**src/rtl/apu_envelope_length.sv**
```systemverilog
// Volume envelope and length counter for one APU pulse/noise channel.
// Optional macro APU_LENGTH_MUTE_EN forces volume to 0 while the length counter is 0.
module apu_envelope_length (
  input  logic       clk,
  input  logic       rst_l,
  input  logic       cpu_clk_en,
  input  logic       quarter_clk_en,
  input  logic       half_clk_en,
  input  logic       ctrl_wr,
  input  logic [5:0] ctrl_data,
  input  logic       len_wr,
  input  logic [4:0] len_idx,
  input  logic       chan_en,
  output logic [3:0] volume,
  output logic       length_active
);

  logic       halt_q,       halt_d;
  logic       const_vol_q,  const_vol_d;
  logic [3:0] period_q,     period_d;
  logic       start_flag_q, start_flag_d;
  logic [3:0] divider_q,    divider_d;
  logic [3:0] decay_q,      decay_d;
  logic [7:0] length_cnt_q, length_cnt_d;

  logic qtick, htick, ctrl_we, len_we;

  function automatic logic [7:0] length_lookup(input logic [4:0] idx);
    logic [7:0] val;
    case (idx)
      5'd0:  val = 8'd10;   5'd1:  val = 8'd254;  5'd2:  val = 8'd20;   5'd3:  val = 8'd2;
      5'd4:  val = 8'd40;   5'd5:  val = 8'd4;    5'd6:  val = 8'd80;   5'd7:  val = 8'd6;
      5'd8:  val = 8'd160;  5'd9:  val = 8'd8;    5'd10: val = 8'd60;   5'd11: val = 8'd10;
      5'd12: val = 8'd14;   5'd13: val = 8'd12;   5'd14: val = 8'd26;   5'd15: val = 8'd14;
      5'd16: val = 8'd12;   5'd17: val = 8'd16;   5'd18: val = 8'd24;   5'd19: val = 8'd18;
      5'd20: val = 8'd48;   5'd21: val = 8'd20;   5'd22: val = 8'd96;   5'd23: val = 8'd22;
      5'd24: val = 8'd192;  5'd25: val = 8'd24;   5'd26: val = 8'd72;   5'd27: val = 8'd26;
      5'd28: val = 8'd16;   5'd29: val = 8'd28;   5'd30: val = 8'd32;   default: val = 8'd30;
    endcase
    return val;
  endfunction

  // Strobes may be held for several clk cycles; gating by cpu_clk_en makes each count once.
  assign qtick   = quarter_clk_en & cpu_clk_en;
  assign htick   = half_clk_en & cpu_clk_en;
  assign ctrl_we = ctrl_wr & cpu_clk_en;
  assign len_we  = len_wr & cpu_clk_en;

  always_comb begin
    // NOTE: every signal gets a default first so no path leaves it unassigned (no latch).
    halt_d       = halt_q;
    const_vol_d  = const_vol_q;
    period_d     = period_q;
    start_flag_d = start_flag_q;
    divider_d    = divider_q;
    decay_d      = decay_q;
    length_cnt_d = length_cnt_q;

    // Envelope sees the old control values and the old start flag.
    if (qtick) begin
      if (start_flag_q) begin
        start_flag_d = 1'b0;
        decay_d      = 4'd15;
        divider_d    = period_q;
      end else if (divider_q == 4'd0) begin
        divider_d = period_q;
        if (decay_q != 4'd0) decay_d = decay_q - 4'd1;
        else if (halt_q)     decay_d = 4'd15;
      end else begin
        divider_d = divider_q - 4'd1;
      end
    end

    if (len_we) start_flag_d = 1'b1;

    if (ctrl_we) begin
      halt_d      = ctrl_data[5];
      const_vol_d = ctrl_data[4];
      period_d    = ctrl_data[3:0];
    end

    // Disable wins over load, load wins over decrement.
    if (!chan_en)
      length_cnt_d = 8'd0;
    else if (len_we)
      length_cnt_d = length_lookup(len_idx);
    else if (htick && !halt_q && length_cnt_q != 8'd0)
      length_cnt_d = length_cnt_q - 8'd1;
  end

  always_ff @(posedge clk) begin
    // NOTE: sequential state uses non-blocking assignments so all flops update together.
    if (!rst_l) begin
      halt_q       <= 1'b0;
      const_vol_q  <= 1'b0;
      period_q     <= 4'd0;
      start_flag_q <= 1'b0;
      divider_q    <= 4'd0;
      decay_q      <= 4'd0;
      length_cnt_q <= 8'd0;
    end else begin
      halt_q       <= halt_d;
      const_vol_q  <= const_vol_d;
      period_q     <= period_d;
      start_flag_q <= start_flag_d;
      divider_q    <= divider_d;
      decay_q      <= decay_d;
      length_cnt_q <= length_cnt_d;
    end
  end

  assign length_active = (length_cnt_q != 8'd0);

  // The counter is already forced to 0 while the channel is disabled, so muting on
  // length_cnt alone covers chan_en without an input-to-output path.
`ifdef APU_LENGTH_MUTE_EN
  assign volume = (length_cnt_q == 8'd0) ? 4'd0 : (const_vol_q ? period_q : decay_q);
`else
  assign volume = const_vol_q ? period_q : decay_q;
`endif

endmodule

```
**config.mk**
```make
export PLATFORM = sky130hd
export DESIGN_NAME = apu_envelope_length
export DESIGN_NICKNAME = d
export VERILOG_FILES = /design/src/rtl/apu_envelope_length.sv
export SDC_FILE = /design/constraint.sdc
export NUM_CORES = 1
export LEC_CHECK = 0
export ABC_AREA = 1
export CORE_MARGIN = 4
export CORE_UTILIZATION = 54
export CTS_CLUSTER_DIAMETER = 40
export DETAILED_ROUTE_END_ITERATION = 7
export PLACE_DENSITY = 0.8
export SYNTH_ARGS = -nofsm -noshare
export SYNTH_HDL_FRONTEND = slang
export SYNTH_SLANG_ARGS = --single-unit
```
**constraint.sdc**
```tcl
create_clock -name clk -period 1.55 [get_ports clk]
set_input_delay 0.31 -clock clk [delete_from_list [all_inputs] [get_ports clk]]
set_output_delay 0.31 -clock clk [all_outputs]
set_load 0.01 [all_outputs]
```
==> summary.md <==
| Metric | Value |
|---|---|
| Arrival time worst endpoint | `about 1.2 ns` |
| Violation count after the first detailed-routing iteration | `a little under 90` |
| Final Instance Area | `approximately 0.0021 sq mm` |
| Core Region | `~0.0028 sq mm` |
| Unrepaired setup endpoints after global routing | `yes` |
| Synth-to-Final Area Change | `31.3%` |
| Cells after Synth | `roughly 260` |
| Critical Path End Type | `output port` |
| HPWL after DPL | `3.13 mm` |
| Routed Antenna Nets | `0` |
| Top cells by area, synth | `dfxtp_1 (28%), nand2_1 (13%), o21ai_0 (8.0%), ha_1 (7.7%), nand3_1 (7.4%)` |
| CTS tree | `built` |
| Post-synth EDFFs | `0` |
| H-tree Lvls | `1` |
| Fmax | `675 MHz` |
| Placed instance area | `0.00208 sq mm` |
| First-pass GRT wire length | `slightly below 7 mm` |
| Unique masters post-synth | `26` |
| Maximum fanout along the worst path | `2` |
| Synth area leader | `dfxtp_1` |
| Die Area | `around 0.0039 sq mm` |
| Vias in the first global route | `~1600` |
| Pre-antenna DRT Iters | `4` |
| Post-CTS Repair Setup Buffers | `0` |
| Overall power | `1510 uW` |
| Fin crit share | `around 96%` |
| Worst VDD drop | `between 400 and 500 uV` |
| Metal-1 WL | `about 1.7 mm` |
| Cell Area, Synth | `between 0.0015 and 0.002 sq mm` |
| Hold Path End | `period_q[0]` |
| Rows | `19` |
| PortBufs | `23` |
| Root buffer cell | `clkbuf_4` |
| Startpoint Class | `register` |
| Clk slew on worst S/H paths | `around 0.14 ns` |
| Initial antenna violation count | `0` |
| CTS max path bufs | `2` |
| Count leader, synth | `nand2_1` |
| Total CTS buffers | `3` |
| DRC violations left | `0` |
| Nets@finish | `339` |
| Max_cap viols | `0` |
| Top cell type's share of synthesized area | `between 20 and 30%` |
| DR WL met2 | `2.03 mm` |
| Grt total ovfl | `0` |
| Slew Limit Fails | `0` |
| Worst slew margin | `79.4%` |
| Minimum clock period after layout | `1.48 ns` |
| Initial Utilization | `between 50% and 60%` |
| Sequential-to-total area share from yosys stat | `between 20 and 30%` |
| Post-DR wirelength/cell | `approximately 12 um` |
| Status | `finished clean` |
| WL final | `3.97 mm` |
| Reg-to-Reg Start | `divider_q[0]` |
| Antenna cells | `0` |
| P_leak | `approximately 0.0010 uW` |
| FF-to-FF path depth | `10` |
| RePlAce Congestion | `0.901` |
| Async S/R FF share, synth | `0%` |
| Synth warn | `0` |
| Final hold viol count | `0` |
| Post-synth top cells | `nand2_1 (54), nor2_1 (32), inv_1 (29)` |
| Die H | `roughly 63 um` |
| Routed wl met3 | `154 um` |
| WP data required | `approximately 1.2 ns` |
| Top routing layer in use | `met4` |
| Fraction of layout instances using a drive strength above 1 | `20.4%` |
| Clk_lat worst skew | `about 0.32 ns` |
| # IOs | `24` |
| Largest net degree at the start of global routing | `14` |
| Syn nets | `288` |
| CP Class | `reg -> out` |
| Final setup vio count | `0` |
| R2R setup slack | `between 0.1 and 0.15 ns` |
| CTS Sinks | `23` |
| Hold depth | `2` |
| Fin Clk Skew | `~0.019 ns` |
| Routed via count | `between 1500 and 2000` |
| Power Dens Cells | `around 700 mW/mm^2` |
| Worst hold start | `period_q[0]` |
| Synthesized area per cell | `6.25 sq um` |
| Ys flop type | `dfxtp_1` |
| #FFs+latches synth | `23` |
| Worst-margin pin slew | `0.309 ns` |
| All-layer global routing usage | `between 20% and 30%` |
| Number of vias per cell | `approximately 5.3` |
| Hold WC Path Type | `reg -> reg` |
| R2R Path End | `decay_q[2]` |
| Chip width | `between 60 and 70 um` |
-- sequential cells by signal, indices dropped and copies added (netlist names) --
signal	cells
const_vol_q	1
decay_q	4
divider_q	4
halt_q	1
length_cnt_q	8
period_q	4
start_flag_q	1
-- report_power, final --
group          internal, uW  total [uW]  switching (uW)
registers               632         661            29.1
clock network          96.4         280             184
logic                   264         567             303
-- repair_timing --
| item | CTS | global route |
|---|---|---|
| pin swaps | 0 | 2 |
| endpoints found under the setup margin | 5 | 12 |
| hold buffers | 0 | 0 |
| gates resized for setup | 7 | 26 |
-- per-stage QoR --
step           hold WS (ns)  setup TNS (ns)  setup WS (ns)  cells  utilization [%]
2_1_floorplan         0.443               0          0.274    259                -
3_3_place_gp          0.460           -1.16         -0.203    336             74.3
3_5_place_dp          0.466           -1.38         -0.246    336             74.3
4_1_cts               0.485          -0.123         -0.123    340             75.1
5_1_grt               0.512         -0.0115        -0.0115    340             75.8
6_report              0.485               0         0.0693    340             75.8
-- kinds of logic (layout without fill, tap and decap cells) --
logic type      Yosys count  after routing  share of synthesized area [%]
simple gates            124            124                           33.0
compound gates           60             60                           19.7
buf+inv                  40             90                           10.0
fa+ha+maj                10             10                           7.73
flops                    23             23                           28.4
xor+xnor                  2              2                           1.08
-- worst max-delay path by stage --
| stage | start | endpoint | slack (ns) | cells past startpoint |
|---|---|---|---|---|
| after CTS | length_cnt_q[0] | length_active | -0.12 | 6 |
| after global routing | length_cnt_q[2] | length_active | -0.01 | 5 |
| after detailed placement | len_idx[0] | length_cnt_q[2] | -0.25 | 10 |
| after global placement | len_idx[0] | length_cnt_q[4] | -0.20 | 9 |
| final | length_cnt_q[0] | length_active | 0.07 | 6 |
| after floorplan | divider_q[0] | decay_q[1] | 0.27 | 9 |
-- layout by cell type, fill, tap and decap left out, types with 3 or more instances in the layout --
| cell | n |
|---|---|
| a21oi_1 | 22 |
| dfxtp_2 | 4 |
| clkbuf_4 | 3 |
| nor3_1 | 3 |
| o211ai_1 | 4 |
| nand3_1 | 24 |
| buf_4 | 28 |
| clkdlybuf4s50_1 | 18 |
| nor2_1 | 31 |
| nand2_2 | 5 |
| nand2_1 | 53 |
| dfxtp_1 | 19 |
| o21ai_0 | 23 |
| ha_1 | 8 |
| o21ai_1 | 7 |
| inv_1 | 25 |
| clkbuf_2 | 3 |
| inv_2 | 8 |
-- critical path, stage by stage, from the launching register on --
cell and delay [ns]:
dfxtp_2 0.36, inv_2 0.07, ha_4 0.13, nand2_2 0.05, nor2_1 0.08, inv_1 0.05
buf_6 0.11
-- routing by layer --
metal  GRT usage [%]  vias up
met4            6.06        0
met2            36.6       39
met3            2.88        4
li1                -      950
met5               0        -
met1            25.3      801
-- area by class of cell --
class | count | area, sq um
Fill cell | 234 | 679
Clock buffer | 3 | 22.5
Tap cell | 31 | 38.8
Multi-Input combinational cell | 196 | 1020
Clock inverter | 1 | 5.00
Inverter | 34 | 128
Timing Repair Buffer | 52 | 447
Sequential cell | 23 | 465
Power figures use the tool's default switching activity.
